[src/rtl/intr_arb_if.sv]
// Bus/arm-side signal bundle for the interrupt arbiter.
// master = arbiter side, slave = bus/device side.
interface intr_arb_if;
    logic        armraddr;
    logic [31:0] armrdata;
    logic [3:0]  intreq;
    logic [31:0] irvecs;
    logic        intgnt;
    logic [7:0]  igvec;
    logic        init_in_h;
    logic        bg_in_h;
    logic        bbsy_in_h;
    logic        ssyn_in_h;
    logic        br_out_h;
    logic        sack_out_h;
    logic        bbsy_out_h;
    logic        intr_out_h;
    logic        bg_out_h;
    logic [15:0] d_out_h;

    modport master (
        input  armraddr, intreq, irvecs, init_in_h, bg_in_h, bbsy_in_h, ssyn_in_h,
        output armrdata, intgnt, igvec, br_out_h, sack_out_h, bbsy_out_h,
               intr_out_h, bg_out_h, d_out_h
    );

    modport slave (
        output armraddr, intreq, irvecs, init_in_h, bg_in_h, bbsy_in_h, ssyn_in_h,
        input  armrdata, intgnt, igvec, br_out_h, sack_out_h, bbsy_out_h,
               intr_out_h, bg_out_h, d_out_h
    );
endinterface

[src/rtl/intr_arb.sv]
// Interrupt arbiter: picks the lowest-index requesting device and runs the bus interrupt handshake.
// Optional INTR abort timer enabled by defining INTR_ARB_TIMEOUT_EN.
//
// state | meaning
// IDLE  | no request latched, bus grant passes down the chain
// REQ   | bus request raised, waiting for bg_in_h
// SACK  | grant acknowledged, waiting for bus to go quiet
// INTR  | bus master, vector driven, waiting for ssyn_in_h
// DONE  | grant issued, waiting for ssyn_in_h to drop
module intr_arb #(
    parameter int NDEV  = 4,
    parameter int TOLIM = 1023
) (
    input  logic      CLOCK,
    input  logic      RESET,
    intr_arb_if.master bus
);

    localparam logic [2:0] IDLE = 3'd0;
    localparam logic [2:0] REQ  = 3'd1;
    localparam logic [2:0] SACK = 3'd2;
    localparam logic [2:0] INTR = 3'd3;
    localparam logic [2:0] DONE = 3'd4;

    localparam int TW = $clog2(TOLIM + 1);

`ifdef INTR_ARB_TIMEOUT_EN
    localparam bit TMO_EN = 1'b1;
`else
    localparam bit TMO_EN = 1'b0;
`endif

    logic [2:0]    r_state;
    logic [1:0]    r_sel;
    logic [7:0]    r_vec;
    logic          r_intgnt;
    logic [7:0]    r_igvec;
    logic [15:0]   r_gcnt;
    logic [7:0]    r_tocnt;
    logic [TW-1:0] r_tmr;

    logic [NDEV-1:0] w_req;
    logic [1:0]      w_pick_sel;
    logic            w_pick_vld;
    logic            w_tmo;

    assign w_req = bus.intreq;

    // Descending scan so the lowest set index is the last one written.
    always_comb begin
        w_pick_sel = 2'd0;
        w_pick_vld = |w_req;
        for (int i = NDEV - 1; i >= 0; i--) begin
            if (w_req[i]) w_pick_sel = 2'(i);
        end
    end

    // Timer stays in both builds; without the macro its terminal count never takes effect.
    assign w_tmo = TMO_EN && (r_tmr == '0);

    always_ff @(posedge CLOCK) begin
        if (RESET) begin
            r_state  <= IDLE;
            r_sel    <= 2'd0;
            r_vec    <= 8'd0;
            r_intgnt <= 1'b0;
            r_igvec  <= 8'd0;
            r_gcnt   <= 16'd0;
            r_tocnt  <= 8'd0;
            r_tmr    <= '0;
        end else begin
            r_intgnt <= 1'b0;
            if (bus.init_in_h) begin
                r_state <= IDLE;
            end else begin
                case (r_state)
                    IDLE: begin
                        if (w_pick_vld) begin
                            r_sel   <= w_pick_sel;
                            r_vec   <= bus.irvecs[8*w_pick_sel +: 8];
                            r_state <= REQ;
                        end
                    end
                    REQ: begin
                        if (bus.bg_in_h)
                            r_state <= SACK;
                        else if (!bus.intreq[r_sel])
                            r_state <= IDLE;
                    end
                    SACK: begin
                        if (!bus.bg_in_h && !bus.bbsy_in_h && !bus.ssyn_in_h) begin
                            r_tmr   <= TW'(TOLIM - 1);
                            r_state <= INTR;
                        end
                    end
                    INTR: begin
                        if (bus.ssyn_in_h) begin
                            r_intgnt <= 1'b1;
                            r_igvec  <= r_vec;
                            r_gcnt   <= r_gcnt + 16'd1;
                            r_state  <= DONE;
                        end else if (w_tmo) begin
                            r_tocnt <= r_tocnt + 8'd1;
                            r_state <= IDLE;
                        end else begin
                            r_tmr <= r_tmr - TW'(1);
                        end
                    end
                    DONE: begin
                        if (!bus.ssyn_in_h) r_state <= IDLE;
                    end
                    default: r_state <= IDLE;
                endcase
            end
        end
    end

    assign bus.br_out_h   = (r_state == REQ);
    assign bus.sack_out_h = (r_state == SACK);
    assign bus.bbsy_out_h = (r_state == INTR);
    assign bus.intr_out_h = (r_state == INTR);
    assign bus.d_out_h    = (r_state == INTR) ? {8'b0, r_vec} : 16'd0;
    assign bus.bg_out_h   = (r_state == IDLE) && bus.bg_in_h;
    assign bus.intgnt     = r_intgnt;
    assign bus.igvec      = r_igvec;

    assign bus.armrdata = bus.armraddr ? {r_gcnt, r_tocnt, r_state, r_sel, 3'b000}
                                       : 32'h4941_0001;

endmodule

[src/flat_wrapper.sv]
// flat-port wrapper written by rule: the top's interface ports become plain ports
module intr_arb_flat 
#(
    parameter int NDEV  = 4,
    parameter int TOLIM = 1023
)
  (CLOCK, RESET, bus_armraddr, bus_intreq, bus_irvecs, bus_init_in_h, bus_bg_in_h, bus_bbsy_in_h, bus_ssyn_in_h, bus_armrdata, bus_intgnt, bus_igvec, bus_br_out_h, bus_sack_out_h, bus_bbsy_out_h, bus_intr_out_h, bus_bg_out_h, bus_d_out_h);
  intr_arb_if bus_i ();
  input  logic CLOCK;
  input  logic RESET;
  input wire logic [$bits(bus_i.armraddr)-1:0] bus_armraddr;
  input wire logic [$bits(bus_i.intreq)-1:0] bus_intreq;
  input wire logic [$bits(bus_i.irvecs)-1:0] bus_irvecs;
  input wire logic [$bits(bus_i.init_in_h)-1:0] bus_init_in_h;
  input wire logic [$bits(bus_i.bg_in_h)-1:0] bus_bg_in_h;
  input wire logic [$bits(bus_i.bbsy_in_h)-1:0] bus_bbsy_in_h;
  input wire logic [$bits(bus_i.ssyn_in_h)-1:0] bus_ssyn_in_h;
  output wire logic [$bits(bus_i.armrdata)-1:0] bus_armrdata;
  output wire logic [$bits(bus_i.intgnt)-1:0] bus_intgnt;
  output wire logic [$bits(bus_i.igvec)-1:0] bus_igvec;
  output wire logic [$bits(bus_i.br_out_h)-1:0] bus_br_out_h;
  output wire logic [$bits(bus_i.sack_out_h)-1:0] bus_sack_out_h;
  output wire logic [$bits(bus_i.bbsy_out_h)-1:0] bus_bbsy_out_h;
  output wire logic [$bits(bus_i.intr_out_h)-1:0] bus_intr_out_h;
  output wire logic [$bits(bus_i.bg_out_h)-1:0] bus_bg_out_h;
  output wire logic [$bits(bus_i.d_out_h)-1:0] bus_d_out_h;
  assign bus_i.armraddr = bus_armraddr;
  assign bus_i.intreq = bus_intreq;
  assign bus_i.irvecs = bus_irvecs;
  assign bus_i.init_in_h = bus_init_in_h;
  assign bus_i.bg_in_h = bus_bg_in_h;
  assign bus_i.bbsy_in_h = bus_bbsy_in_h;
  assign bus_i.ssyn_in_h = bus_ssyn_in_h;
  assign bus_armrdata = bus_i.armrdata;
  assign bus_intgnt = bus_i.intgnt;
  assign bus_igvec = bus_i.igvec;
  assign bus_br_out_h = bus_i.br_out_h;
  assign bus_sack_out_h = bus_i.sack_out_h;
  assign bus_bbsy_out_h = bus_i.bbsy_out_h;
  assign bus_intr_out_h = bus_i.intr_out_h;
  assign bus_bg_out_h = bus_i.bg_out_h;
  assign bus_d_out_h = bus_i.d_out_h;
  intr_arb #(.NDEV(NDEV), .TOLIM(TOLIM)) u_core (.CLOCK(CLOCK), .RESET(RESET), .bus(bus_i));
endmodule
[config.mk]
export PLATFORM = sky130hd
export DESIGN_NAME = intr_arb_flat
export DESIGN_NICKNAME = d
export VERILOG_FILES = /design/src/rtl/intr_arb_if.sv /design/src/rtl/intr_arb.sv /design/src/flat_wrapper.sv
export SDC_FILE = /design/constraint.sdc
export NUM_CORES = 1
export LEC_CHECK = 0
export BUFFER_PORTS_ARGS = -buffer_cell sky130_fd_sc_hd__buf_2
export CELL_PAD_IN_SITES_DETAIL_PLACEMENT = 0
export CELL_PAD_IN_SITES_GLOBAL_PLACEMENT = 1
export CORE_MARGIN = 2
export CORE_UTILIZATION = 33
export DETAILED_ROUTE_END_ITERATION = 8
export PLACE_DENSITY = 0.82
export SYNTH_ARGS = -nofsm -noshare
export SYNTH_HDL_FRONTEND = slang
export SYNTH_SLANG_ARGS = --single-unit
[constraint.sdc]
create_clock -name CLOCK -period 1.7 [get_ports CLOCK]
set_clock_uncertainty 0.1 [all_clocks]
set_input_delay 0.085 -clock CLOCK [delete_from_list [all_inputs] [get_ports CLOCK]]
set_output_delay 0.085 -clock CLOCK [all_outputs]
set_load 0.03 [all_outputs]
# == Word-level counts from Yosys, hierarchy flattened ==
# Cells that the tools add are included.
# W data, S select, Z words.
# word_totals
ff_bits,38
in_bits,43
out_inout_bits,62
wordCells,49
# op_classes
add_sub_neg,1
n_lt_le_gt_ge,1
n_eq_ne,9
n_shift,1
mux,16
n_bitwise,2
n_reduce_logical,13
# op_table
operator,count
$mux W32,1
$shiftx A32 B6 Y8,1
$mux W3,6
$add A16 B1 Y16 const B,1
$pmux W3 S5,1
$mux W2,4
$mux W8,1
$eq A3 B2 Y1 const B,2
$reduce_and A3 Y1,2
$reduce_and A5 Y1,1
$ne A2 B1 Y1 const B,2
$ne A2 B2 Y1 const B,2
$reduce_or A4 Y1,1
$eq A3 B1 Y1 const B,1
$eq A3 B3 Y1 const B,1
$logic_and A1 B1 Y1,3
$logic_not A1 Y1,3
$logic_not A3 Y1,1
$lt A2 B3 Y1 const B,1
$ne A3 B3 Y1 const B,1
$reduce_or A3 Y1,1
$bmux W1 S2,1
$mux W1,2
$not A1 Y1,2
$reduce_or A2 Y1,1

# == Depth between registers and ports, before layout ==
# Gate-level depths: netlist (run 1).
# depth
word_depth,5
depth_mapped,7
depth_no_buf,5

# == Least setup slack after synthesis (run 1) ==
# No wires, ideal clock.
# synth_timing
kind,reg-to-reg
startpoint,reg u_core.r_state[0]
endpoint,reg u_core.r_state[0]
arrival_ns,1.690
required_ns,1.525
path_slack_ns,-0.165
path_stages_with_launch,6
n_path_buf,0
period_less_slack_ns,1.865
cell_sequence,dfxtp_1 -> nor3b_1 -> nand3b_1 -> nand4_1 -> nand3_1 -> o21ai_0
# synth_via
elab_chain_len,3
word_cells_on_any_way,12
classes_between,eq/ne: 9; mux: 1; reduce/logical: 2
# synth_rtl
item,line_no,text
"start, declared",intr_arb.sv:33,logic [2:0] r_state;
"start signal, assigned",intr_arb.sv:63,r_state <= IDLE;
"start signal, assigned",intr_arb.sv:74,r_state <= IDLE;
"start signal, assigned",intr_arb.sv:81,r_state <= REQ;
$eq A3 B1 Y1 *,-,
net bus_br_out_h,flat_wrapper.sv:21,output wire logic [$bits(bus_i.br_out_h)-1:0] bus_br_out_h;
$ne A3 B3 Y1 (no line),-,
$reduce_and A5 Y1 (no line),-,
# Mark *: on every way through the listed nets, which the timed path passes. The rest lies on a longest branch.
# A chain may end at the register's enable or synchronous reset.

# == Worst setup path after layout (run 1) ==
# layout_timing
startpoint,reg u_core.r_state[2]
endpoint,out bus_d_out_h[0]
# layout_via
elab_chain_len,2
# layout_rtl
item,line_no,text
$eq A3 B2 Y1,intr_arb.sv:122,"assign bus.d_out_h = (r_state == INTR) ? {8'b0, r_vec} : 16'd0;"
$mux W8,intr_arb.sv:122,
"end, declared",flat_wrapper.sv:26,output wire logic [$bits(bus_i.d_out_h)-1:0] bus_d_out_h;
# Every way passes these cells.

==> results.toml, run 1 <==
[grt]
track_usage_pct = 14.3
grt_max_degree = 30
gr-total-overflow = 0
use_met1_pct = 18.1
busiest_layer = "met2"
antenna_found_initial = 0
use_met3_pct = 3.27
grt_pass1_vias = 1929
grt_pass1_wl_mm = 8.51
grt_use_met2_pct = 24.5

[layout]
final_util_pct = 44.8
fill_cells = 677
final_cell_mix = "buf_2 (86), dfxtp_1 (36), nand2_1 (30), and2_1 (26), nor2_1 (20)"
diodes = 0
layout_commonest_cell = "buf_2"
fin_nets = 405
multi_input_area_um2 = 1290
stdcell_area_um2 = 2860
drive_above_1_share_pct = 35.4
area_growth_syn_to_layout_pct = 30.4
regArea_um2 = 766

[sta]
hold_viol_final = 0
final.setup.tns_ns = 0
min_period_ns = 1.61
period_share_pct = 94.5
rsz0062_at_grt = "false"
whs_ns = 0.00604
setup_violations = 0
finalMaxSlewViolations = 0
fmax_mhz = 623

[clocking]
ctsRootBufferMaster = "clkbuf_8"
cts_htree_levels = 2
clk_latency_ns = 0.29
cts_tree = "done"
clock-sinks = 38
cts_buffer_depth = 2
cts_buffers = 5
path_clk_slew_ns = 0.07

[worst_setup_path]
cpMaxStageDelayCell = "dfxtp_1"
crit_type = "register to output port"
crit_family = "simple AND/OR/NAND/NOR gates"
cp.arrival_ns = 1.42
path_buf_inv = 2
crit_chain = "and3b_2 > buf_4 > and2_1 > buf_2"
cpPeakStageDelay_ns = 0.38
critPathRequiredTime_ns = 1.51
worstSetupEndpointType = "output port"
cp_max_fo = 12
setup.worst_path.start_class = "register"

[detailed_routing]
drc = 0
dr.pass1.iters = 4
dr_total_vias = 2041
antenna_left = 0
wl_per_cell_um = 12.0
wl_mm = 5.25
drt_iter0_markers = 81
avgViaCountPerCell = 4.65

[placement]
gp_congestion = 0.791
dp_hpwl_mm = 4.02
dpl_cell_area_um2 = 2720
io_buffers = 86

[synth]
synth_area_um2 = 2200
syn_area_per_cell_um2 = 8.39
yosysSeqAreaShare_pct = 34.6
syn_inst = 262
ys_ff_latch = 38
synth_cell_type_count = 46
ys_warn_count = 0

[die]
die_w_um = 85.6
fp-row-count = 29
fp.dieArea_um2 = 7330
core_um2 = 6390
die_h_um = 85.6
start_util_pct = 34.4
ioPinCount = 105

[power]
p_leak_nw = 1.39
ir_drop_v = 0.000384
power_density_nw_per_um2 = 664

[min_path]
hold_class = "input port to register"

[run]
drv_cap = 0

[outcome]
status = "complete, no violations"
## cells by family (layout without fill, tap and decap cells)
logic type                 after synthesis  in the layout  synth area share (%)
other                                    1             18                 0.171
DFF                                     38             38                  34.6
AOI/OAI and AO/OA                       40             40                  11.3
muxes                                   17             17                  8.31
buffers and inverters                   38            121                  10.6
and+or+nand+nor                        115            115                  29.7
adders and majority gates                1              1                 0.569
xor gates and xnor gates                12             12                  4.78
## synth_stat cells (all sizes together)
cell | n | share of area [%]
nand2b | 3 | 0.85
o311ai | 1 | 0.40
xnor2 | 9 | 3.6
nand3b | 3 | 1.0
o221a | 1 | 0.51
or3 | 4 | 1.2
nor3b | 2 | 0.91
conb | 1 | 0.17
and2b | 1 | 0.34
mux4 | 1 | 1.0
and2 | 27 | 7.7
and3b | 1 | 0.46
nor3 | 7 | 1.6
dfxtp | 38 | 35
and3 | 1 | 0.28
nor4 | 2 | 1.3
mux2i | 16 | 7.3
nand4 | 3 | 1.5
o22ai | 7 | 2.0
or4 | 1 | 0.34
o21ai | 7 | 1.6
a21o | 7 | 2.4
nand4b | 1 | 0.40
a21oi | 15 | 3.6
nor2 | 21 | 3.6
nand3 | 6 | 2.2
and4 | 1 | 0.40
o221ai | 1 | 0.40
nand2 | 30 | 5.1
nor4bb | 1 | 0.46
o32ai | 1 | 0.40
ha | 1 | 0.57
buf | 24 | 8.2
inv | 8 | 1.4
clkbuf | 6 | 1.0
xor2 | 3 | 1.2
## flip-flops by register name (all words and copies together), names as in the netlist
signal	flops
u_core.bus.igvec	8
u_core.r_vec	8
u_core.r_gcnt	16
u_core.r_sel	2
u_core.bus.intgnt	1
u_core.r_state	3
## worst reg2reg max path: stages, from the launching register on
cell,delay (ns)
dfxtp_4,0.36
or4_1,0.53
nor2_1,0.18
nor2_2,0.11
nand2_1,0.09
o221ai_1,0.09
## routing by layer
metal / vias up / routed length [um] / part of all wire (%)
met4: 0 / 36 / 0.69
li1: 1045 / - / -
met1: 922 / 2400 / 46
met2: 70 / 2480 / 47
met3: 4 / 327 / 6.2
met5: - / 0 / 0
## timing repair
action                     4_1_cts  5_1_grt
gates resized for setup          0        7
setup buffers                    1        0
setup endpoints to repair        8       12
pin swaps                        1        1
hold endpoints to repair         1        0
hold buffers                     2        0
## per-stage QoR
stage          cells  setup WS, ns  total power [W]
4_1_cts          439        0.0200          0.00192
3_3_place_gp     428        0.0524          0.00127
5_1_grt          439       0.00301          0.00200
3_5_place_dp     428        0.0345          0.00127
2_1_floorplan    279        0.0850          0.00119
6_report         439        0.0939          0.00190
## final timing paths
check | from | endpoint | slack, ns | cells after the start
worst max register to register | u_core.r_state[0] | u_core.r_vec[5] | 0.12 | 5
worst max-delay path | u_core.r_state[2] | bus_d_out_h[0] | 0.09 | 4
worst min-delay path | bus_ssyn_in_h | u_core.r_state[2] | 0.006 | 3
worst min register to register | u_core.bus.igvec[0] | u_core.bus.igvec[0] | 0.35 | 2
## layout make-up
cell class | instances | share of cell area (%)
Sequential cell | 38 | 26.7
Inverter | 8 | 1.05
Timing Repair Buffer | 105 | 20.6
Clock buffer | 7 | 3.01
Tap cell | 77 | 3.36
Multi-Input combinational cell | 203 | 45.0
Clock inverter | 1 | 0.175
## power breakdown
| group | total [W] | internal, W | switching [W] | leakage [nW] |
|---|---|---|---|---|
| clock | 0.000648 | 0.000327 | 0.000321 | 0.0482 |
| combinational | 0.000322 | 0.000128 | 0.000194 | 1.03 |
| sequential | 0.000932 | 0.000912 | 0.0000204 | 0.309 |
Power figures use the tool's default switching activity.
==> inputs of run 2 (changes only) <==
==> constraint.sdc (replaced) <==
create_clock -name CLOCK -period 1.7 [get_ports CLOCK]
set_clock_uncertainty 0.1 [all_clocks]
set_input_delay 0.34 -clock CLOCK [delete_from_list [all_inputs] [get_ports CLOCK]]
set_output_delay 0.34 -clock CLOCK [all_outputs]
set_load 0.03 [all_outputs]
==> run 2 against run 1 <==
- register-to-register slack got worse by 0.05 ns
- the run now ends with setup timing left
- critical path type unchanged
- fmax fell by 8.2%
- largest cell class unchanged
- core utilization rose by 2.9 points
- global-route usage rose by 1.5 points
- hold slack improved by 0.25 ns
- routed wire length rose by 7.5%
- via count rose by 3.4%
- sequential share of layout area fell by 1.4 points
==> results.toml, run 2 (synthesis results as in run 1) <==
[outcome]
status = "finished, violations left"
violations = "setup timing"

[sta]
hold_viol_final = 0
min_period_ns = 1.75
finalMaxSlewViolations = 0
setup_ws_ns = -0.0486
setup_violations = 4
period_share_pct = 103
rsz0062_at_grt = "true"
whs_ns = 0.255
fmax_mhz = 572

[detailed_routing]
wl_mm = 5.64
wl_per_cell_um = 12.7
dr.pass1.iters = 4
drc = 0
dr_total_vias = 2110
drt_iter0_markers = 70
avgViaCountPerCell = 4.75
antenna_left = 0

[clocking]
cts_tree = "done"
cts_htree_levels = 2
clk_latency_ns = 0.29
ctsRootBufferMaster = "clkbuf_8"
hold_buffers = 0
cts_buffers = 5
cts_buffer_depth = 2
clock-sinks = 38
path_clk_slew_ns = 0.07

[worst_setup_path]
cpMostUsedCell = "buf_6"
r2r_cells = 5
setup.worst_path.start_class = "register"
worstSetupEndpointType = "output port"
reg2reg_to = "u_core.r_gcnt[5]"
crit_type = "register to output port"
cpPeakStageDelay_ns = 0.37
cp_max_fo = 5
critPathRequiredTime_ns = 1.26
cpMaxStageDelayCell = "dfxtp_4"
crit_chain = "buf_6 > nor3_2 > buf_4 > and2_4 > buf_6"
rrSetupSlack_ns = 0.07
r2r_start = "u_core.r_state[2]"
cp.arrival_ns = 1.31

[layout]
largest_register_ffs = 16
fill_cells = 629
regArea_um2 = 773
drive_above_1_share_pct = 40.9
layout_commonest_cell = "buf_2"
regMostFlops = "u_core.r_gcnt"
diodes = 0
multi_input_area_um2 = 1350
stdcell_area_um2 = 3050
final_cell_mix = "buf_2 (73), dfxtp_1 (34), nand2_1 (30), nor2_1 (19), buf_4 (19)"
area_growth_syn_to_layout_pct = 38.8
stdcell_count = 444
fin_nets = 410

[run]
drv_cap = 0

[die]
die_h_um = 85.6
ioPinCount = 105
die_w_um = 85.6
start_util_pct = 34.4
core_um2 = 6390
fp-row-count = 29
fp.dieArea_um2 = 7330

[min_path]
hold_end = "u_core.r_state[2]"
holdPathStages = 3
hp-start = "bus_ssyn_in_h"
hold_class = "input port to register"

[grt]
busiest_layer = "met2"
track_usage_pct = 15.8
antenna_found_initial = 0
use_met1_pct = 19.5
grt_max_degree = 29
grt_pass1_wl_mm = 9.35
use_met3_pct = 4.52
gr-total-overflow = 0
grt_use_met2_pct = 26.5
grt_pass1_vias = 2105

[placement]
dp_hpwl_mm = 4.09
dp_slack_ns = -0.0138
gp_congestion = 0.809
dpl_cell_area_um2 = 2750
io_buffers = 86
dpl.cell_count = 430

[power]
switching_power_w = 0.000535
internal_power_w = 0.00137
power_density_nw_per_um2 = 626
combPwrFrac_pct = 17.4
ir_drop_v = 0.000311
p_leak_nw = 1.45
total_power_w = 0.00191
seqPwrFrac_pct = 49.0
sw_frac_of_total_pct = 28.0
clkPwrFrac_pct = 33.6
run 2: cell types whose count changed in the layout (fill, tap and decap cells not counted), moves of 3 or more:
cell and change:
buf_2 -13, nor3_1 -3, and2_1 -9, buf_6 +16
buf_4 +3, and2_4 +9, nor3_2 +3
run 2: power groups by stage:
| stage | sequential (W) | clock, W | combinational, W |
|---|---|---|---|
| after floorplan | 0.000945 | 0 | 0.000242 |
| after global placement | 0.000953 | 0 | 0.000316 |
| after detailed placement | 0.000953 | 0 | 0.000319 |
| after CTS | 0.000932 | 0.000650 | 0.000332 |
| after global routing | 0.000937 | 0.000696 | 0.000361 |
| final | 0.000934 | 0.000641 | 0.000333 |
run 2: final cells by class:
class                      count  share of cell area [%]
timing repair buffer         109                    23.2
clock buffer                   7                    2.83
inverter                       8                   0.984
sequential                    38                    25.3
multi-input combinational    204                    44.3
tap                           77                    3.16
clock inverter                 1                   0.164
run 2: worst max path at each step:
stage / startpoint / slack (ns) / depth (start not counted) / to
floorplan: u_core.r_state[1] / -0.02 / 4 / bus_d_out_h[0]
global placement: bus_intreq[0] / 0.006 / 7 / u_core.r_vec[5]
detailed placement: bus_intreq[0] / -0.01 / 7 / u_core.r_vec[5]
CTS: u_core.r_state[1] / -0.06 / 5 / bus_bg_out_h
global route: u_core.r_state[2] / -0.10 / 5 / bus_bg_out_h
finish: u_core.r_state[2] / -0.05 / 5 / bus_bg_out_h
run 2: critical path: cells and delay by family (launching register included):
kind          cells  cell delay, ns
simple gates      2            0.29
flops             1            0.37
buf+inv           3            0.37
run 2: repair_timing:
action                     in CTS  in global routing
pin swaps                       3                  6
gates cloned                    1                  0
gates resized for setup        31                 24
setup endpoints to repair      14                 32
buffers inserted                5                  0
run 2: routing by layer:
| layer | vias up | wire length, um |
|---|---|---|
| met4 | 0 | 80 |
| li1 | 1065 | - |
| met3 | 7 | 419 |
| met2 | 76 | 2620 |
| met1 | 962 | 2520 |
| met5 | - | 0 |
run 2: stage by stage:
| step | TNS [ns] | util (%) |
|---|---|---|
| 3_5_place_dp | -0.0157 | 43.1 |
| 4_1_cts | -0.0876 | 46.6 |
| 6_report | -0.0655 | 47.8 |
| 3_3_place_gp | 0 | 43.1 |
| 2_1_floorplan | -0.0166 | - |
| 5_1_grt | -0.482 | 47.8 |
